[config.mk]
export PLATFORM = sky130hd
export DESIGN_NAME = game_timer_multi
export DESIGN_NICKNAME = d
export VERILOG_FILES = /design/src/rtl/game_timer_multi.sv
export SDC_FILE = /design/constraint.sdc
export NUM_CORES = 1
export LEC_CHECK = 0
export BUFFER_PORTS_ARGS = -buffer_cell sky130_fd_sc_hd__buf_2
export CORE_MARGIN = 5
export CORE_UTILIZATION = 62
export DETAILED_ROUTE_END_ITERATION = 12
export GPL_TIMING_DRIVEN = 1
export PLACE_DENSITY = 0.86
export SLEW_MARGIN = 10
export SYNTH_ARGS = -nofsm -noshare
export SYNTH_HDL_FRONTEND = slang
export SYNTH_SLANG_ARGS = --single-unit
[constraint.sdc]
create_clock -name clk_game -period 6.5 [get_ports clk_game]
set_clock_uncertainty 0.1 [all_clocks]
set_input_delay 1.3 -clock clk_game [delete_from_list [all_inputs] [get_ports clk_game]]
set_output_delay 1.3 -clock clk_game [all_outputs]
set_load 0.05 [all_outputs]
[src/rtl/game_timer_multi.sv]
// Multi-channel game seconds timer: NUM_CH independent up/down counters on clk_game.
// Optional macro GAME_TIMER_BCD_EN adds the registered bcd_flat output.
module game_timer_multi #(
  parameter int NUM_CH        = 2,
  parameter int TICKS_PER_SEC = 60,
  parameter int SEC_W         = 8,
  parameter int MAX_SEC       = 99
) (
  input  logic                    clk_game,
  input  logic                    reset,
  input  logic [NUM_CH-1:0]       ch_enable,
  input  logic [NUM_CH-1:0]       ch_clear,
  input  logic [NUM_CH-1:0]       ch_load,
  input  logic [NUM_CH-1:0]       ch_down,
  input  logic [NUM_CH*SEC_W-1:0] load_value,
  output logic [NUM_CH*SEC_W-1:0] seconds_flat,
  output logic [NUM_CH-1:0]       sec_pulse,
  output logic [NUM_CH-1:0]       expire_pulse,
  output logic [NUM_CH-1:0]       expired
`ifdef GAME_TIMER_BCD_EN
  ,
  output logic [NUM_CH*8-1:0]     bcd_flat
`endif
);

  localparam int TICK_W = (TICKS_PER_SEC > 1) ? $clog2(TICKS_PER_SEC) : 1;
  localparam logic [SEC_W-1:0]  MAX_V     = SEC_W'(MAX_SEC);
  localparam logic [TICK_W-1:0] TICK_LAST = TICK_W'(TICKS_PER_SEC - 1);

  typedef enum logic [1:0] {IDLE, RUN, DONE} state_t;

  if (NUM_CH < 1 || NUM_CH > 8) begin : g_bad_num_ch
    $error("game_timer_multi: NUM_CH must be 1..8");
  end
  if (MAX_SEC >= 2**SEC_W) begin : g_bad_max_sec
    $error("game_timer_multi: MAX_SEC must fit in SEC_W bits");
  end

`ifdef GAME_TIMER_BCD_EN
  if (MAX_SEC > 99) begin : g_bad_bcd_range
    $error("game_timer_multi: BCD output needs MAX_SEC <= 99");
  end

  function automatic logic [7:0] to_bcd(input logic [SEC_W-1:0] v);
    int t;
    t = 32'(v);
    return {4'(t / 10), 4'(t % 10)};
  endfunction
`endif

  for (genvar i = 0; i < NUM_CH; i++) begin : g_ch
    state_t            state_q, state_d;
    logic [SEC_W-1:0]  sec_q, sec_d, sec_step, lv;
    logic [TICK_W-1:0] tick_q, tick_d;
    logic              sec_pulse_q, sec_pulse_d;
    logic              exp_pulse_q, exp_pulse_d;
    logic              expired_q, expired_d;

    assign lv = load_value[i*SEC_W +: SEC_W];

    // Priority clear > load > count; DONE holds until clear or load.
    always_comb begin
      state_d     = state_q;
      sec_d       = sec_q;
      sec_step    = sec_q;
      tick_d      = tick_q;
      sec_pulse_d = 1'b0;
      exp_pulse_d = 1'b0;
      expired_d   = expired_q;
      if (ch_clear[i]) begin
        state_d   = IDLE;
        sec_d     = '0;
        tick_d    = '0;
        expired_d = 1'b0;
      end else if (ch_load[i]) begin
        state_d   = IDLE;
        sec_d     = (lv > MAX_V) ? MAX_V : lv;
        tick_d    = '0;
        expired_d = 1'b0;
      end else if (state_q != DONE) begin
        if (!ch_enable[i]) begin
          state_d = IDLE;
        end else if (state_q == IDLE &&
                     (ch_down[i] ? (sec_q == '0) : (sec_q == MAX_V))) begin
          state_d     = DONE;
          expired_d   = 1'b1;
          exp_pulse_d = 1'b1;
        end else begin
          state_d = RUN;
          if (tick_q == TICK_LAST) begin
            tick_d = '0;
            if (ch_down[i])
              sec_step = (sec_q != '0) ? sec_q - SEC_W'(1) : sec_q;
            else
              sec_step = (sec_q < MAX_V) ? sec_q + SEC_W'(1) : MAX_V;
            sec_d       = sec_step;
            sec_pulse_d = (sec_step != sec_q);
            if (ch_down[i] ? (sec_step == '0) : (sec_step == MAX_V)) begin
              state_d     = DONE;
              expired_d   = 1'b1;
              exp_pulse_d = 1'b1;
            end
          end else begin
            tick_d = tick_q + TICK_W'(1);
          end
        end
      end
    end

    always_ff @(posedge clk_game) begin
      if (!reset) begin
        state_q     <= IDLE;
        sec_q       <= '0;
        tick_q      <= '0;
        sec_pulse_q <= 1'b0;
        exp_pulse_q <= 1'b0;
        expired_q   <= 1'b0;
      end else begin
        state_q     <= state_d;
        sec_q       <= sec_d;
        tick_q      <= tick_d;
        sec_pulse_q <= sec_pulse_d;
        exp_pulse_q <= exp_pulse_d;
        expired_q   <= expired_d;
      end
    end

    assign seconds_flat[i*SEC_W +: SEC_W] = sec_q;
    assign sec_pulse[i]    = sec_pulse_q;
    assign expire_pulse[i] = exp_pulse_q;
    assign expired[i]      = expired_q;

`ifdef GAME_TIMER_BCD_EN
    logic [7:0] bcd_q;

    // Converted from the next seconds value so BCD lands with seconds_flat.
    always_ff @(posedge clk_game) begin
      if (!reset)
        bcd_q <= '0;
      else
        bcd_q <= to_bcd(sec_d);
    end

    assign bcd_flat[i*8 +: 8] = bcd_q;
`endif
  end

endmodule

==> summary.md, run 1 <==
| Metric | Value |
|---|---|
| Seq/Total Area, Yosys | 25.49% |
| Critical path endpoint category | flop |
| Post-DRT Antenna Nets | 0 |
| Main area contributors after synthesis | dfxtp_1, nor2_1, a21oi_1 |
| Post-Syn Area | 2984 µm² |
| Fill count | 378 |
| HPWL after DPL | 5832 µm |
| Top-count cell post-synth | nor2_1 |
| Most common library cells after synthesis | nor2_1, dfxtp_1, nand2_1, a21oi_1, o21ai_0 |
| Placer Congestion | 0.9733 |
| Max Root-Sink Buffers | 2 |
| Worst Hold End | g_ch[1].expired_q$_SDFFE_PP0P_ |
| Worst-path fanout max | 23 |
| Synth cell types | 83 |
| Die Wd | 79.38 µm |
| GRT overflow | 0 |
| Reg-to-Reg Start | g_ch[1].sec_q[0]$_SDFFE_PP0P_ |
| CP Class | in2reg |
| Final setup fails | 0 |
| Mux share of post-synthesis cell area | 3.103% |
| TritonCTS buffer count | 5 |
| Gr usage total | 26.59% |
| Hold crit path type | reg2reg |
| Core area | 4692 µm² |
| Synth Instances | 386 |
| Run status | finished, final reports clean |
| Initial drt markers | 265 |
| Max-slew headroom | 56.76% |
| Maximum VDD drop | 117.9 µV |
| Ports | 48 |
| Pwr/cell area | 193.0 nW/µm² |
| DIE HEIGHT | 79.38 µm |
| First-pass GRT wire length | 13,540 µm |
| Ratio of cells with drive above 1 in the final layout | 19.13% |
| Vias in the first global route | 2,882 |
| Crit path DAT | 3.44 ns |
| Combinational family with the most area after synthesis | simple AND/OR/NAND/NOR gates |
| Pleak | 1.314 nW |
| Slew Viols, Final | 0 |
| H-tree levels | 2 |
| Syn-to-layout area delta | 9.350% |
| Yosys warnings | 0 |
| Simple-Gate Fraction of Synth Area | 30.40% |
| Worst skew pair latency | 0.30 ns |
| Syn Area/Cell | 7.731 µm² |
| Num rows | 25 |
| Net count after synthesis | 420 |
| Multi-input logic area | 2002 µm² |
| Final Hold Viols | 0 |
| Biggest cell delay along the critical path | 0.51 ns |
| R2R depth | 8 |
| Resize count post-CTS | 0 |
| Clock sink count | 38 |
| Sequential Area | 760.7 µm² |
| RR Endpoint | g_ch[1].sec_pulse_q$_SDFF_PP0_ |
| Initial Util | 63.60% |
| DRC Markers | 0 |
| Die area | 6300 µm² |
| Minimum clock period | 3.322 ns |
| Xor and xnor area share after synthesis | 2.642% |
| Fin nets | 446 |
| Antenna violations before repair | 0 |
| WP data required | 6.62 ns |
| Cell taking the most area after synthesis | dfxtp_1 |
| Final WL | 7937 µm |
| Hold_sp | g_ch[1].expired_q$_SDFFE_PP0P_ |
| Adder-Cell Fraction of Synth Area | 3.354% |
| RSZ-0062 raised after global routing | no |
| # Max-Cap Violations | 0 |
| Ant. Diodes | 0 |
| Flops & latches, synth | 38 |
| Post-synth EDFFs | 0 |
| Critical-path cell with the highest stage delay | or4bb_1 |
| Yosys top cell area share | 25.49% |
| Worst Setup Start Kind | input port |
| CTS root buf | clkbuf_8 |
| Reg2reg setup slack | 3.53 ns |
| Worst Tran Pin Value | 0.6395 ns |
| Worst path cell trace | buf_2, or4bb_1, a211o_1, a21o_1, nand3_1, nor2_1, a2bb2oi_1, a211oi_1 |
| Fmax | 301.0 MHz |
| PortBufs | 47 |
| Setup TNS | 0 ns |
| FFs w/ async S/R, synth | 0% |
| Total power | 0.6297 mW |
| Routed WL per cell | 17.00 µm |
| Total number of vias | 3,056 |
| Prevailing post-synth register cell | dfxtp_1 |
| Synth Area in Compound Gates | 27.59% |
| Tcrit/Tclk final | 51.10% |
| Post-CTS Setup Bufs | 0 |
| DR vias/cell | 6.544 |
| Hold Buf Count CTS | 0 |
| Largest net degree at the start of global routing | 24 |
| CTS tree | done |
| Clock slew at reported path FFs | 0.08 ns |
| First drt pass iteration count | 5 |
| Hold depth | 2 |
-- cell type report --
class | count | area share (%)
flip-flops and latches | 38 | 23.31
multi-input cells | 304 | 61.35
clock buffers | 5 | 2.109
well taps | 54 | 2.071
inverters | 16 | 1.840
clock inverters | 3 | 2.109
repair buffers | 47 | 7.209
-- cell usage in the layout (no fill, tap or decap), drive strengths merged, types with 4 or more instances in the layout --
master | Yosys | final
buf | 18 | 47
nor2 | 47 | 47
dfxtp | 38 | 38
nand2 | 30 | 30
a21oi | 28 | 28
o21ai | 24 | 24
inv | 16 | 16
nand3 | 11 | 11
a211oi | 11 | 11
nand2b | 10 | 10
nor3 | 10 | 10
nand4 | 9 | 9
ha | 8 | 8
o22ai | 8 | 8
mux2i | 7 | 7
or3 | 7 | 7
xnor2 | 5 | 5
a31oi | 5 | 5
clkbuf | 10 | 5
a21o | 5 | 5
nand4b | 4 | 4
o211ai | 4 | 4
xor2 | 4 | 4
-- metrics by stage --
stage	hold WS, ns	utilization [%]	instances	setup slack, ns	area (µm²)
after floorplan	0.3308	-	386	3.483	2984
after global placement	0.3356	66.61	459	2.959	3126
after detailed placement	0.3430	66.61	459	2.904	3126
after CTS	0.3627	69.55	467	3.216	3263
after global routing	0.3910	69.55	467	3.047	3263
final	0.3570	69.55	467	3.178	3263
-- worst max-delay path by stage --
stage,startpoint,endpoint,cells after the start
after floorplan,ch_down[1],g_ch[1].sec_q[3]$_SDFFE_PP0P_,8
after global placement,ch_down[1],g_ch[1].sec_q[1]$_SDFFE_PP0P_,8
after detailed placement,ch_down[1],g_ch[1].sec_q[4]$_SDFFE_PP0P_,8
after CTS,ch_down[1],g_ch[1].sec_q[4]$_SDFFE_PP0P_,8
after global routing,ch_down[1],g_ch[1].sec_q[4]$_SDFFE_PP0P_,8
final,ch_down[1],g_ch[1].sec_q[4]$_SDFFE_PP0P_,8
-- kinds of logic after synthesis --
| group | after synthesis |
|---|---|
| buffers and inverters | 44 |
| XOR/XNOR | 9 |
| adder cells (fa/ha/maj) | 8 |
| AND/OR/NAND/NOR | 161 |
| multiplexers | 9 |
| flip-flops | 38 |
| AO/OA/AOI/OAI | 117 |
-- flip-flops by register name (all words and copies together), names as in the netlist --
register / count
g_ch.sec_q: 16
g_ch.sec_pulse_q: 2
g_ch.state_q: 4
g_ch.exp_pulse_q: 2
g_ch.expired_q: 2
g_ch.tick_q: 12
-- critical path, delay by kind of cell --
family | cells | cell delay (ns)
compound gates | 4 | 0.83
buf+inv | 1 | 0.31
simple gates | 3 | 0.99
-- routing by layer --
metal / share of wire [%] / wire [µm] / vias to the layer above / GRT usage, %
met2: 47 / 3726 / 161 / 43.35
met1: 43 / 3374 / 1389 / 34.74
met5: 0 / 0 / - / 0
li1: - / - / 1487 / -
met4: 2.5 / 200 / 0 / 9.966
met3: 8.0 / 636 / 19 / 5.079
-- where the power goes --
part / switching [mW] / total (mW) / internal (mW)
Sequential: 0.0116 / 0.249 / 0.237
Combinational: 0.0830 / 0.134 / 0.0511
Clock: 0.0929 / 0.247 / 0.154
Total: 0.187 / 0.630 / 0.442
Power figures use the tool's default switching activity.
==> run 2, diff against run 1 <==
--- a/config.mk
+++ b/config.mk
@@ -5,12 +5,13 @@
 export SDC_FILE = /design/constraint.sdc
 export NUM_CORES = 1
 export LEC_CHECK = 0
+export ABC_AREA = 1
 export BUFFER_PORTS_ARGS = -buffer_cell sky130_fd_sc_hd__buf_2
 export CORE_MARGIN = 5
-export CORE_UTILIZATION = 62
+export CORE_UTILIZATION = 52
 export DETAILED_ROUTE_END_ITERATION = 12
 export GPL_TIMING_DRIVEN = 1
-export PLACE_DENSITY = 0.86
+export PLACE_DENSITY = 0.77
 export SLEW_MARGIN = 10
 export SYNTH_ARGS = -nofsm -noshare
 export SYNTH_HDL_FRONTEND = slang
==> constraint.sdc (replaced) <==
create_clock -name clk_game -period 2.74 [get_ports clk_game]
set_clock_uncertainty 0.1 [all_clocks]
set_input_delay 0.548 -clock clk_game [delete_from_list [all_inputs] [get_ports clk_game]]
set_output_delay 0.548 -clock clk_game [all_outputs]
set_load 0.05 [all_outputs]
==> run 2 against run 1 <==
Against the previous run:
- power rose by 120%
- highest routed layer unchanged
- sequential share of layout area fell by 1.7 points
- critical endpoint is now g_ch[1].expired_q$_SDFFE_PP0P_
- area after synthesis rose by 7.5%
- via count rose by 13%
- register-to-register slack got worse by 3.1 ns
==> summary.md, run 2 <==
| Metric | Value |
|---|---|
| Worst setup margin | 0.4706 ns |
| Maximum VDD drop | 257.2 µV |
| Largest regs | g_ch.sec_q: 16 flops, g_ch.tick_q: 12 flops, g_ch.state_q: 4 flops |
| Net count after synthesis | 556 |
| CP Class | reg2reg |
| Ratio of cells with drive above 1 in the final layout | 17.29% |
| Global route hottest layer | met2 |
| R2R depth | 14 |
| Sequential Power Share | 41.9% |
| Seq/Total Area, Yosys | 23.71% |
| Worst hold slack | 0.3605 ns |
| Cell taking the most area after synthesis | dfxtp_1 |
| Die area | 7840 µm² |
| Final Hold Viols | 0 |
| Switching Share | 35.69% |
| Num rows | 28 |
| Adder-Cell Fraction of Synth Area | 3.120% |
| Post-synth EDFFs | 0 |
| GR Layer Usage met2 | 39.09% |
| Resize count post-CTS | 0 |
| Hold Buf Count CTS | 0 |
| Critical path endpoint category | flop |
| Worst path depth | 14 |
| Core area | 5956 µm² |
| Synth Instances | 522 |
| Prevailing post-synth register cell | dfxtp_1 |
| DRC Markers | 0 |
| Clock slew at reported path FFs | 0.08 ns |
| Most common library cells after synthesis | nand2_1, nor2_1, inv_1, nand3_1, dfxtp_1 |
| Met3 layer usage reported by global route | 3.724% |
| Ant. Diodes | 0 |
| Worst Setup Start Kind | flop |
| Synth cell types | 38 |
| Reg-to-Reg Start | g_ch[1].sec_q[0]$_SDFFE_PP0P_ |
| Fin nets | 594 |
| DR vias/cell | 5.423 |
| Syn-to-layout area delta | 9.789% |
| Commonest non-fill, non-tap cell in the layout | nand2_1 |
| CTS root buf | clkbuf_8 |
| GRT overflow | 0 |
| Final setup fails | 0 |
| Int Pwr | 0.9002 mW |
| Biggest cell delay along the critical path | 0.51 ns |
| Placer Congestion | 0.9760 |
| Yosys top cell area share | 23.71% |
| CP most frequent cell | nand2_1 |
| Reg2reg setup slack | 0.47 ns |
| Worst path cell trace | inv_1, ha_1, nand3_2, nor2_8, nor2_1, nand3_1, nand3_1, nor2_1, nand2_1, nand2_1, nand3_1, nand2_1, nand2_1, nand2_1 |
| FFs w/ async S/R, synth | 0% |
| Initial Util | 53.87% |
| Tcrit/Tclk final | 82.83% |
| Flops & latches, synth | 38 |
| Post-CTS Setup Bufs | 0 |
| Xor and xnor area share after synthesis | 3.549% |
| DIE HEIGHT | 88.55 µm |
| Setup TNS | 0 ns |
| CP Capture Point | g_ch[1].expired_q$_SDFFE_PP0P_ |
| Hold crit path type | reg2reg |
| Final core occ | 59.14% |
| Ports | 48 |
| Most frequent cells in the layout | nand2_1, nor2_1, inv_1 |
| Run status | finished, final reports clean |
| Synth Area in Compound Gates | 12.05% |
| First drt pass iteration count | 5 |
| Combinational fraction of design power | 29.2% |
| TritonCTS buffer count | 5 |
| Minimum clock period | 2.269 ns |
| Pwr/cell area | 397.4 nW/µm² |
| Net Switching | 0.4996 mW |
| Grt met1 use | 28.30% |
| RSZ-0062 raised after global routing | no |
| Simple-Gate Fraction of Synth Area | 45.48% |
| First-pass GRT wire length | 14,280 µm |
| Initial drt markers | 230 |
| Clock share of power | 28.9% |
| Max-slew headroom | 63.77% |
| Antenna violations before repair | 0 |
| Combinational family with the most area after synthesis | simple AND/OR/NAND/NOR gates |
| CTS tree | done |
| Slew Viols, Final | 0 |
| H-tree levels | 2 |
| Clock sink count | 38 |
| Top-count cell post-synth | nand2_1 |
| Routed WL per cell | 13.35 µm |
| PortBufs | 47 |
| Final WL | 8488 µm |
| Main area contributors after synthesis | dfxtp_1, nand2_1, nand3_1 |
| Max Root-Sink Buffers | 2 |
| Worst Tran Pin Value | 0.5428 ns |
| Pleak | 1.758 nW |
| Worst skew pair latency | 0.29 ns |
| Post-DRT Antenna Nets | 0 |
| # Max-Cap Violations | 0 |
| WP data required | 2.83 ns |
| Total number of vias | 3,449 |
| HPWL after DPL | 6730 µm |
| Gr usage total | 22.76% |
| Most flop-heavy register | g_ch.sec_q |
| Largest net degree at the start of global routing | 13 |
| CP Buf/Inv Count | 1 |
| CP top delay family | simple AND/OR/NAND/NOR gates |
| Max reg flops | 16 |
| Crit path DAT | 2.36 ns |
| Post-Syn Area | 3208 µm² |
| Syn Area/Cell | 6.146 µm² |
| Dpl ws | 0.4896 ns |
| Fmax | 440.6 MHz |
| Critical-path cell with the highest stage delay | dfxtp_1 |
| Vias in the first global route | 3,191 |
| CP Launch Point | g_ch[1].sec_q[0]$_SDFFE_PP0P_ |
| Die Wd | 88.55 µm |
| Mux share of post-synthesis cell area | 0% |
| Worst-path fanout max | 11 |
| Yosys warnings | 0 |
| RR Endpoint | g_ch[1].expired_q$_SDFFE_PP0P_ |
==> run 2: cell types whose count changed in the layout (fill, tap and decap cells not counted), sizes merged, moves of 7 or more <==
cell,delta
nand2b,-10
xor2,+9
inv,+55
mux2i,-7
nand3,+51
a21oi,-9
nor2,+26
nand2,+121
or3,-7
a211oi,-10
==> run 2: cell type report <==
type,count,area (µm²)
Clock buffer,7,86.33
Clock inverter,1,5.005
Fill cell,602,2434
Inverter,71,266.5
Multi-Input combinational cell,395,2059
Sequential cell,38,760.7
Tap cell,75,93.84
Timing Repair Buffer,49,250.2
==> run 2: worst min-delay path by stage <==
stage,startpoint,to,slack [ns],cells after the start
after floorplan,g_ch[0].expired_q$_SDFFE_PP0P_,g_ch[0].expired_q$_SDFFE_PP0P_,0.33,2
after global placement,g_ch[1].expired_q$_SDFFE_PP0P_,g_ch[1].expired_q$_SDFFE_PP0P_,0.34,2
after detailed placement,g_ch[0].expired_q$_SDFFE_PP0P_,g_ch[0].expired_q$_SDFFE_PP0P_,0.35,2
after CTS,g_ch[0].expired_q$_SDFFE_PP0P_,g_ch[0].expired_q$_SDFFE_PP0P_,0.36,2
after global routing,g_ch[0].expired_q$_SDFFE_PP0P_,g_ch[0].expired_q$_SDFFE_PP0P_,0.39,2
final,g_ch[0].expired_q$_SDFFE_PP0P_,g_ch[0].expired_q$_SDFFE_PP0P_,0.36,2
==> run 2: worst min-delay path: stages (launching register included) <==
cell	delay [ns]
dfxtp_1	0.31
nand2_1	0.06
nand2_1	0.05
==> run 2: cell families (layout without fill, tap and decap cells) <==
logic type / Yosys count / in the layout
and+or+nand+nor: 309 / 309
buffers and inverters: 89 / 128
AOI/OAI and AO/OA: 65 / 65
DFF: 38 / 38
adders and majority gates: 8 / 8
xor gates and xnor gates: 13 / 13
==> run 2: stage by stage <==
stage | instances | area, µm² | power (mW)
after floorplan | 522 | 3208 | 0.9096
after global placement | 628 | 3431 | 0.9992
after detailed placement | 628 | 3431 | 1.003
after CTS | 636 | 3522 | 1.406
after global routing | 636 | 3522 | 1.491
final | 636 | 3522 | 1.400
==> run 2: layer usage <==
metal / part of all wire, % / vias to the layer above / wire (µm)
li1: - / 1753 / -
met2: 47 / 161 / 4005
met1: 41 / 1512 / 3499
met5: 0 / - / 0
met4: 3.1 / 0 / 265
met3: 8.4 / 23 / 717
==> run 2: power by group through the flow <==
stage	logic [mW]	clock network [mW]	registers (mW)
6_report	0.409	0.404	0.587
5_1_grt	0.457	0.445	0.589
4_1_cts	0.406	0.414	0.586
3_5_place_dp	0.404	0	0.599
3_3_place_gp	0.401	0	0.599
2_1_floorplan	0.294	0	0.615
